===== src/rtl/phi_pkg.sv =====
// Shared definitions for the T integrator and the downstream phi stage:
// default sizing and the run-control state encoding.
package phi_pkg;

    localparam int DEF_BIT_WIDTH = 32;
    localparam int DEF_I         = 160;
    localparam int DEF_NU_VALUES = 3;
    localparam int DEF_SEGMENTS  = 8;

    typedef enum logic {
        ST_IDLE = 1'b0,
        ST_RUN  = 1'b1
    } state_t;

endpackage


===== src/rtl/t_acc.sv =====
// One channel of the run accumulator: unsigned, wraps modulo 2^BIT_WIDTH.
// o_sum_next already includes the sample on i_din so the caller can publish
// the interval total on the same edge that absorbs the closing sample.
module t_acc
    import phi_pkg::*;
#(
    parameter int BIT_WIDTH = DEF_BIT_WIDTH
) (
    input  logic                 i_clk,
    input  logic                 i_rst,
    input  logic                 i_clr,
    input  logic                 i_en,
    input  logic [BIT_WIDTH-1:0] i_din,
    output logic [BIT_WIDTH-1:0] o_acc,
    output logic [BIT_WIDTH-1:0] o_sum_next
);
    logic [BIT_WIDTH-1:0] r_acc;

    assign o_sum_next = r_acc + i_din;
    assign o_acc      = r_acc;

    // Clear on reset or run restart, otherwise add each accepted sample.
    always_ff @(posedge i_clk) begin
        if (i_rst || i_clr) begin
            r_acc <= '0;
        end else if (i_en) begin
            r_acc <= o_sum_next;
        end
    end
endmodule


===== src/rtl/t_integrator.sv =====
// Per-channel running integrator. Sums I accepted samples per interval,
// publishes the cumulative sums at each interval end, and stops after
// SEGMENTS intervals. start_in restarts a run from any state.
module t_integrator
    import phi_pkg::*;
#(
    parameter int BIT_WIDTH = DEF_BIT_WIDTH,
    parameter int I         = DEF_I,
    parameter int NU_VALUES = DEF_NU_VALUES,
    parameter int SEGMENTS  = DEF_SEGMENTS
) (
    input  logic                          clk_in,
    input  logic                          rst_in,
    input  logic                          start_in,
    input  logic                          nu_valid_in,
    input  logic [BIT_WIDTH-1:0]          nu_in  [0:NU_VALUES-1],
    output logic [BIT_WIDTH-1:0]          T_vals [0:NU_VALUES-1],
    output logic                          output_start,
    output logic                          output_valid,
    output logic [$clog2(SEGMENTS+1)-1:0] seg_idx,
    output logic                          busy,
    output logic                          done
);
    localparam int SAMP_W = (I > 1) ? $clog2(I) : 1;
    localparam int SEG_W  = $clog2(SEGMENTS+1);

    state_t              r_state;
    logic [SAMP_W-1:0]   r_samp;
    logic [SEG_W-1:0]    r_seg;

    logic                w_accept;
    logic                w_last_samp;
    logic                w_last_seg;
    logic [SEG_W-1:0]    w_seg_next;
    logic [BIT_WIDTH-1:0] w_acc [0:NU_VALUES-1];
    logic [BIT_WIDTH-1:0] w_sum [0:NU_VALUES-1];

    // start_in wins over a same-cycle sample, which is dropped.
    assign w_accept    = (r_state == ST_RUN) && nu_valid_in && !start_in;
    assign w_last_samp = (r_samp == SAMP_W'(I-1));
    assign w_seg_next  = r_seg + 1'b1;
    assign w_last_seg  = (w_seg_next == SEG_W'(SEGMENTS));

    genvar g;
    generate
        for (g = 0; g < NU_VALUES; g++) begin : g_ch
            t_acc #(.BIT_WIDTH(BIT_WIDTH)) u_acc (
                .i_clk      (clk_in),
                .i_rst      (rst_in),
                .i_clr      (start_in),
                .i_en       (w_accept),
                .i_din      (nu_in[g]),
                .o_acc      (w_acc[g]),
                .o_sum_next (w_sum[g])
            );
        end
    endgenerate

    // Run control: counters, state, and registered output pulses/data.
    always_ff @(posedge clk_in) begin
        if (rst_in) begin
            r_state      <= ST_IDLE;
            r_samp       <= '0;
            r_seg        <= '0;
            output_start <= 1'b0;
            output_valid <= 1'b0;
            done         <= 1'b0;
            busy         <= 1'b0;
            seg_idx      <= '0;
            for (int c = 0; c < NU_VALUES; c++) T_vals[c] <= '0;
        end else begin
            output_start <= 1'b0;
            output_valid <= 1'b0;
            done         <= 1'b0;
            if (start_in) begin
                r_state      <= ST_RUN;
                busy         <= 1'b1;
                r_samp       <= '0;
                r_seg        <= '0;
                output_start <= 1'b1;
            end else if (w_accept) begin
                if (w_last_samp) begin
                    r_samp       <= '0;
                    r_seg        <= w_seg_next;
                    seg_idx      <= w_seg_next;
                    output_valid <= 1'b1;
                    for (int c = 0; c < NU_VALUES; c++) T_vals[c] <= w_sum[c];
                    if (w_last_seg) begin
                        done    <= 1'b1;
                        busy    <= 1'b0;
                        r_state <= ST_IDLE;
                    end
                end else begin
                    r_samp <= r_samp + 1'b1;
                end
            end
        end
    end
endmodule


===== config.mk =====
export PLATFORM = sky130hd
export DESIGN_NAME = t_integrator
export DESIGN_NICKNAME = d
export VERILOG_FILES = /design/src/rtl/phi_pkg.sv /design/src/rtl/t_acc.sv /design/src/rtl/t_integrator.sv
export SDC_FILE = /design/constraint.sdc
export NUM_CORES = 1
export LEC_CHECK = 0
export CORE_ASPECT_RATIO = 2
export CORE_MARGIN = 2
export CORE_UTILIZATION = 40
export CTS_CLUSTER_DIAMETER = 30
export DETAILED_ROUTE_END_ITERATION = 6
export GPL_ROUTABILITY_DRIVEN = 0
export MAX_ROUTING_LAYER = met4
export PLACE_DENSITY = 0.67
export SLEW_MARGIN = 25
export SYNTH_ARGS = -nofsm -noshare
export SYNTH_HDL_FRONTEND = slang
export SYNTH_SLANG_ARGS = --single-unit

===== constraint.sdc =====
create_clock -name clk_in -period 5.6 [get_ports clk_in]
set_clock_uncertainty 0.05 [all_clocks]
set_input_delay 0.56 -clock clk_in [delete_from_list [all_inputs] [get_ports clk_in]]
set_output_delay 0.56 -clock clk_in [all_outputs]
set_load 0.01 [all_outputs]

==> summary.md <==
| Metric | Value |
|---|---|
| Status | complete, no violations |
| Fmax achieved | 303 MHz |
| Final ANT Viol Nets | 0 |
| Layout Cell Area excl Fill | 15,800 sq um |
| Remaining DRCs | 0 |
| R2R depth | 11 |
| Ant diodes | 0 |
| DR top layer | met4 |
| Filler instances | 2,873 |
| FF-to-FF End | T_vals[30] |
| Synth Area per Inst | 7.82 sq um |
| Cts repair resizes | 0 |
| Post-CTS setup buffer count | 0 |
| Worst setup EP type | flip-flop |
| Final core occ | 0.525 |
| Pre-CTS setup slack | 1.79 ns |
| Die ar. | 32,200 sq um |
| Power density over the cells | 269 nW/um^2 |
| Hold Path Class | reg -> reg |
| Pin count of the biggest net entering global routing | 87 |
| Max-slew headroom | 0.491 |
| H-tree Lvls | 2 |
| Max-cap violations | 0 |
| Number of port buffers | 203 |
| Syn_nets | 1,771 |
| Setup violations, final | 0 |
| Setup WS post-layout | 2.30 ns |
| Initial drt markers | 571 |
| CTS sink count | 212 |
| Initial antenna violation count | 0 |
| WL per Instance | 18.3 microns |
| First-pass DRT Iterations | 5 |
| Clk buf depth | 3 |
| Mapped Cells | 1,573 |
| Synth cell types | 78 |
| Hold-fix buffers, CTS | 0 |
| CTS tree | built |
| Number of synthesized flops with an enable pin | 0 |
| Final min period | 3.30 ns |
| Post-Syn Area | 12,300 sq um |
| Post-route setup TNS | 0 ns |
| Detailed-route via count | 12,000 |
| Yosys reg bits | 212 |
| Total GRT Usage | 0.245 |
| Met1 wire length | 14.2 mm |
| Die width | 128 microns |
| Post-DP HPWL | 27.9 mm |
| Worst-margin pin slew | 0.763 ns |
| Met3 Wirelength | 1.69 mm |
| Worst-Skew Late Latency | 0.51 ns |
| CP Class | in -> reg |
| Overflow after GRT | 0 |
| Placed standard-cell area | 14,600 sq um |
| Worst R2R Setup Slack | 2.49 ns |
| Peak VDD IR | 150 uV |
| WL final | 39.0 mm |
| Hold path cells | 2 |
| Worst setup SP type | input pin |
| Async SR Flop Fraction | 0 |
| Final critical-path share of the clock period | 0.589 |
| Commonest cells after routing, fill and taps aside | 331 x nand2_1, 222 x a21oi_1, 212 x dfxtp_1 |
| Hold_sp | T_vals[11] |
| Crit path required time | 5.94 ns |
| Critical R2R Launch | g_ch[2].u_acc.o_acc[0] |
| Area grow syn2layout | 28.9% |
| WP data arrival | 3.64 ns |
| Reg area | 4240 sq um |
| First-pass GRT wire length | 61.1 mm |
| Floorplan core area | 30,200 sq um |
| Io pins | 204 |
| Final hold vios | 0 |
| Commonest non-fill, non-tap cell in the layout | nand2_1 |
| Row cnt | 90 |
| Routed wl met2 | 21.0 mm |
| Post-synth top flop | dfxtp_1 |
| Nets@finish | 1,941 |
| Reg clk slew, reported paths | 0.05 ns |
| Root Driver | clkbuf_16 |
| Via-to-Cell Ratio | 5.63 |
| Area of the multi-input gates | 7660 sq um |
| Worst hold path endpoint | T_vals[11] |
| RSZ-0062 raised after global routing | no |
| Vias in the first global route | 12,200 |
| Worst-path fanout max | 6 |
| Num CTS Buffers | 36 |
| Final slew viol count | 0 |
| Layout cells sized above 1 | 0.0611 |
| Synthesis Warnings | 0 |
| Share of the yosys chip area belonging to registers | 0.345 |
| Pleak | 6.40 nW |
| Die H | 252 microns |
| Initial Util | 0.407 |
## kinds of logic (layout without fill, tap and decap cells)
family / count (synthesis) / after routing / synth area share
compound gates: 477 / 477 / 0.250
flops: 212 / 212 / 0.345
xor+xnor: 83 / 83 / 0.0602
buf+inv: 111 / 306 / 0.0343
simple gates: 588 / 588 / 0.206
fa+ha+maj: 98 / 98 / 0.102
mux: 4 / 4 / 0.00326
## worst max-delay path, stage by stage
cell and delay, ns:
clkdlybuf4s50_1 0.45, ha_1 0.39, a2111oi_0 0.38, o21ai_0 0.24, a41oi_1 0.41, a2bb2oi_1 0.28
a21o_1 0.24, o31ai_1 0.11, a21oi_1 0.18, xor2_1 0.26, o21ai_0 0.13
## sequential cells by signal, summed over array words and instances, names as in the netlist
name,count
r_samp,8
done,1
seg_idx,4
g_ch.u_acc.o_acc,96
output_valid,1
r_seg,4
T_vals,96
output_start,1
r_state,1
## power by group
group          total (mW)  switching [mW]  internal [mW]
Clock                2.28           0.796           1.49
Sequential           1.53         0.00903           1.52
Combinational       0.439           0.260          0.179
## metrics by stage
step,std cells,power (mW),hold slack [ns]
floorplan,1573,1.83,0.376
global placement,2073,1.99,0.390
detailed placement,2073,2.00,0.394
CTS,2136,4.29,0.401
global route,2136,4.39,0.415
finish,2136,4.26,0.401
## metal layers
metal / global-route usage / vias to the layer above
met1: 0.237 / 5612
met5: - / -
met2: 0.461 / 381
li1: - / 5909
met4: 0.136 / 0
met3: 0.0303 / 122
## worst max-delay path by stage
| stage | startpoint | end | slack (ns) | depth (start not counted) |
|---|---|---|---|---|
| 6_report | nu_in[70] | g_ch[0].u_acc.o_acc[29] | 2.30 | 11 |
| 5_1_grt | nu_in[64] | T_vals[90] | 2.05 | 12 |
| 4_1_cts | nu_in[1] | g_ch[2].u_acc.o_acc[31] | 2.28 | 11 |
| 3_5_place_dp | nu_in[70] | g_ch[0].u_acc.o_acc[29] | 1.79 | 11 |
| 3_3_place_gp | nu_in[32] | T_vals[62] | 1.84 | 12 |
| 2_1_floorplan | nu_in[64] | T_vals[90] | 2.56 | 11 |
## layout make-up
class | count | area share
inverters | 26 | 0.00616
multi-input cells | 1250 | 0.484
clock buffers | 46 | 0.0650
well taps | 368 | 0.0291
repair buffers | 217 | 0.135
clock inverters | 17 | 0.0137
flip-flops and latches | 212 | 0.268
## Yosys cell counts (8+ instances only)
cell type  count  share of area
a211oi_1      19          0.012
a21o_1        53          0.032
a21oi_1      222          0.090
a31oi_1        9         0.0046
and3_1        12         0.0061
buf_1         12         0.0037
clkbuf_1      69          0.021
dfxtp_1      212           0.35
ha_1          95          0.097
inv_1         26         0.0079
nand2_1      333           0.10
nand2b_1      11         0.0056
nand3_1       34          0.014
nand4_1       13         0.0066
nor2_1       107          0.033
nor3_1        29          0.012
o211ai_1      11         0.0067
o21a_1        10         0.0061
o21ai_0       59          0.024
o21bai_1       8         0.0049
or3_1         14         0.0071
xnor2_1       49          0.035
xor2_1        33          0.024
Note: power is estimated with default switching activity, not from simulation.
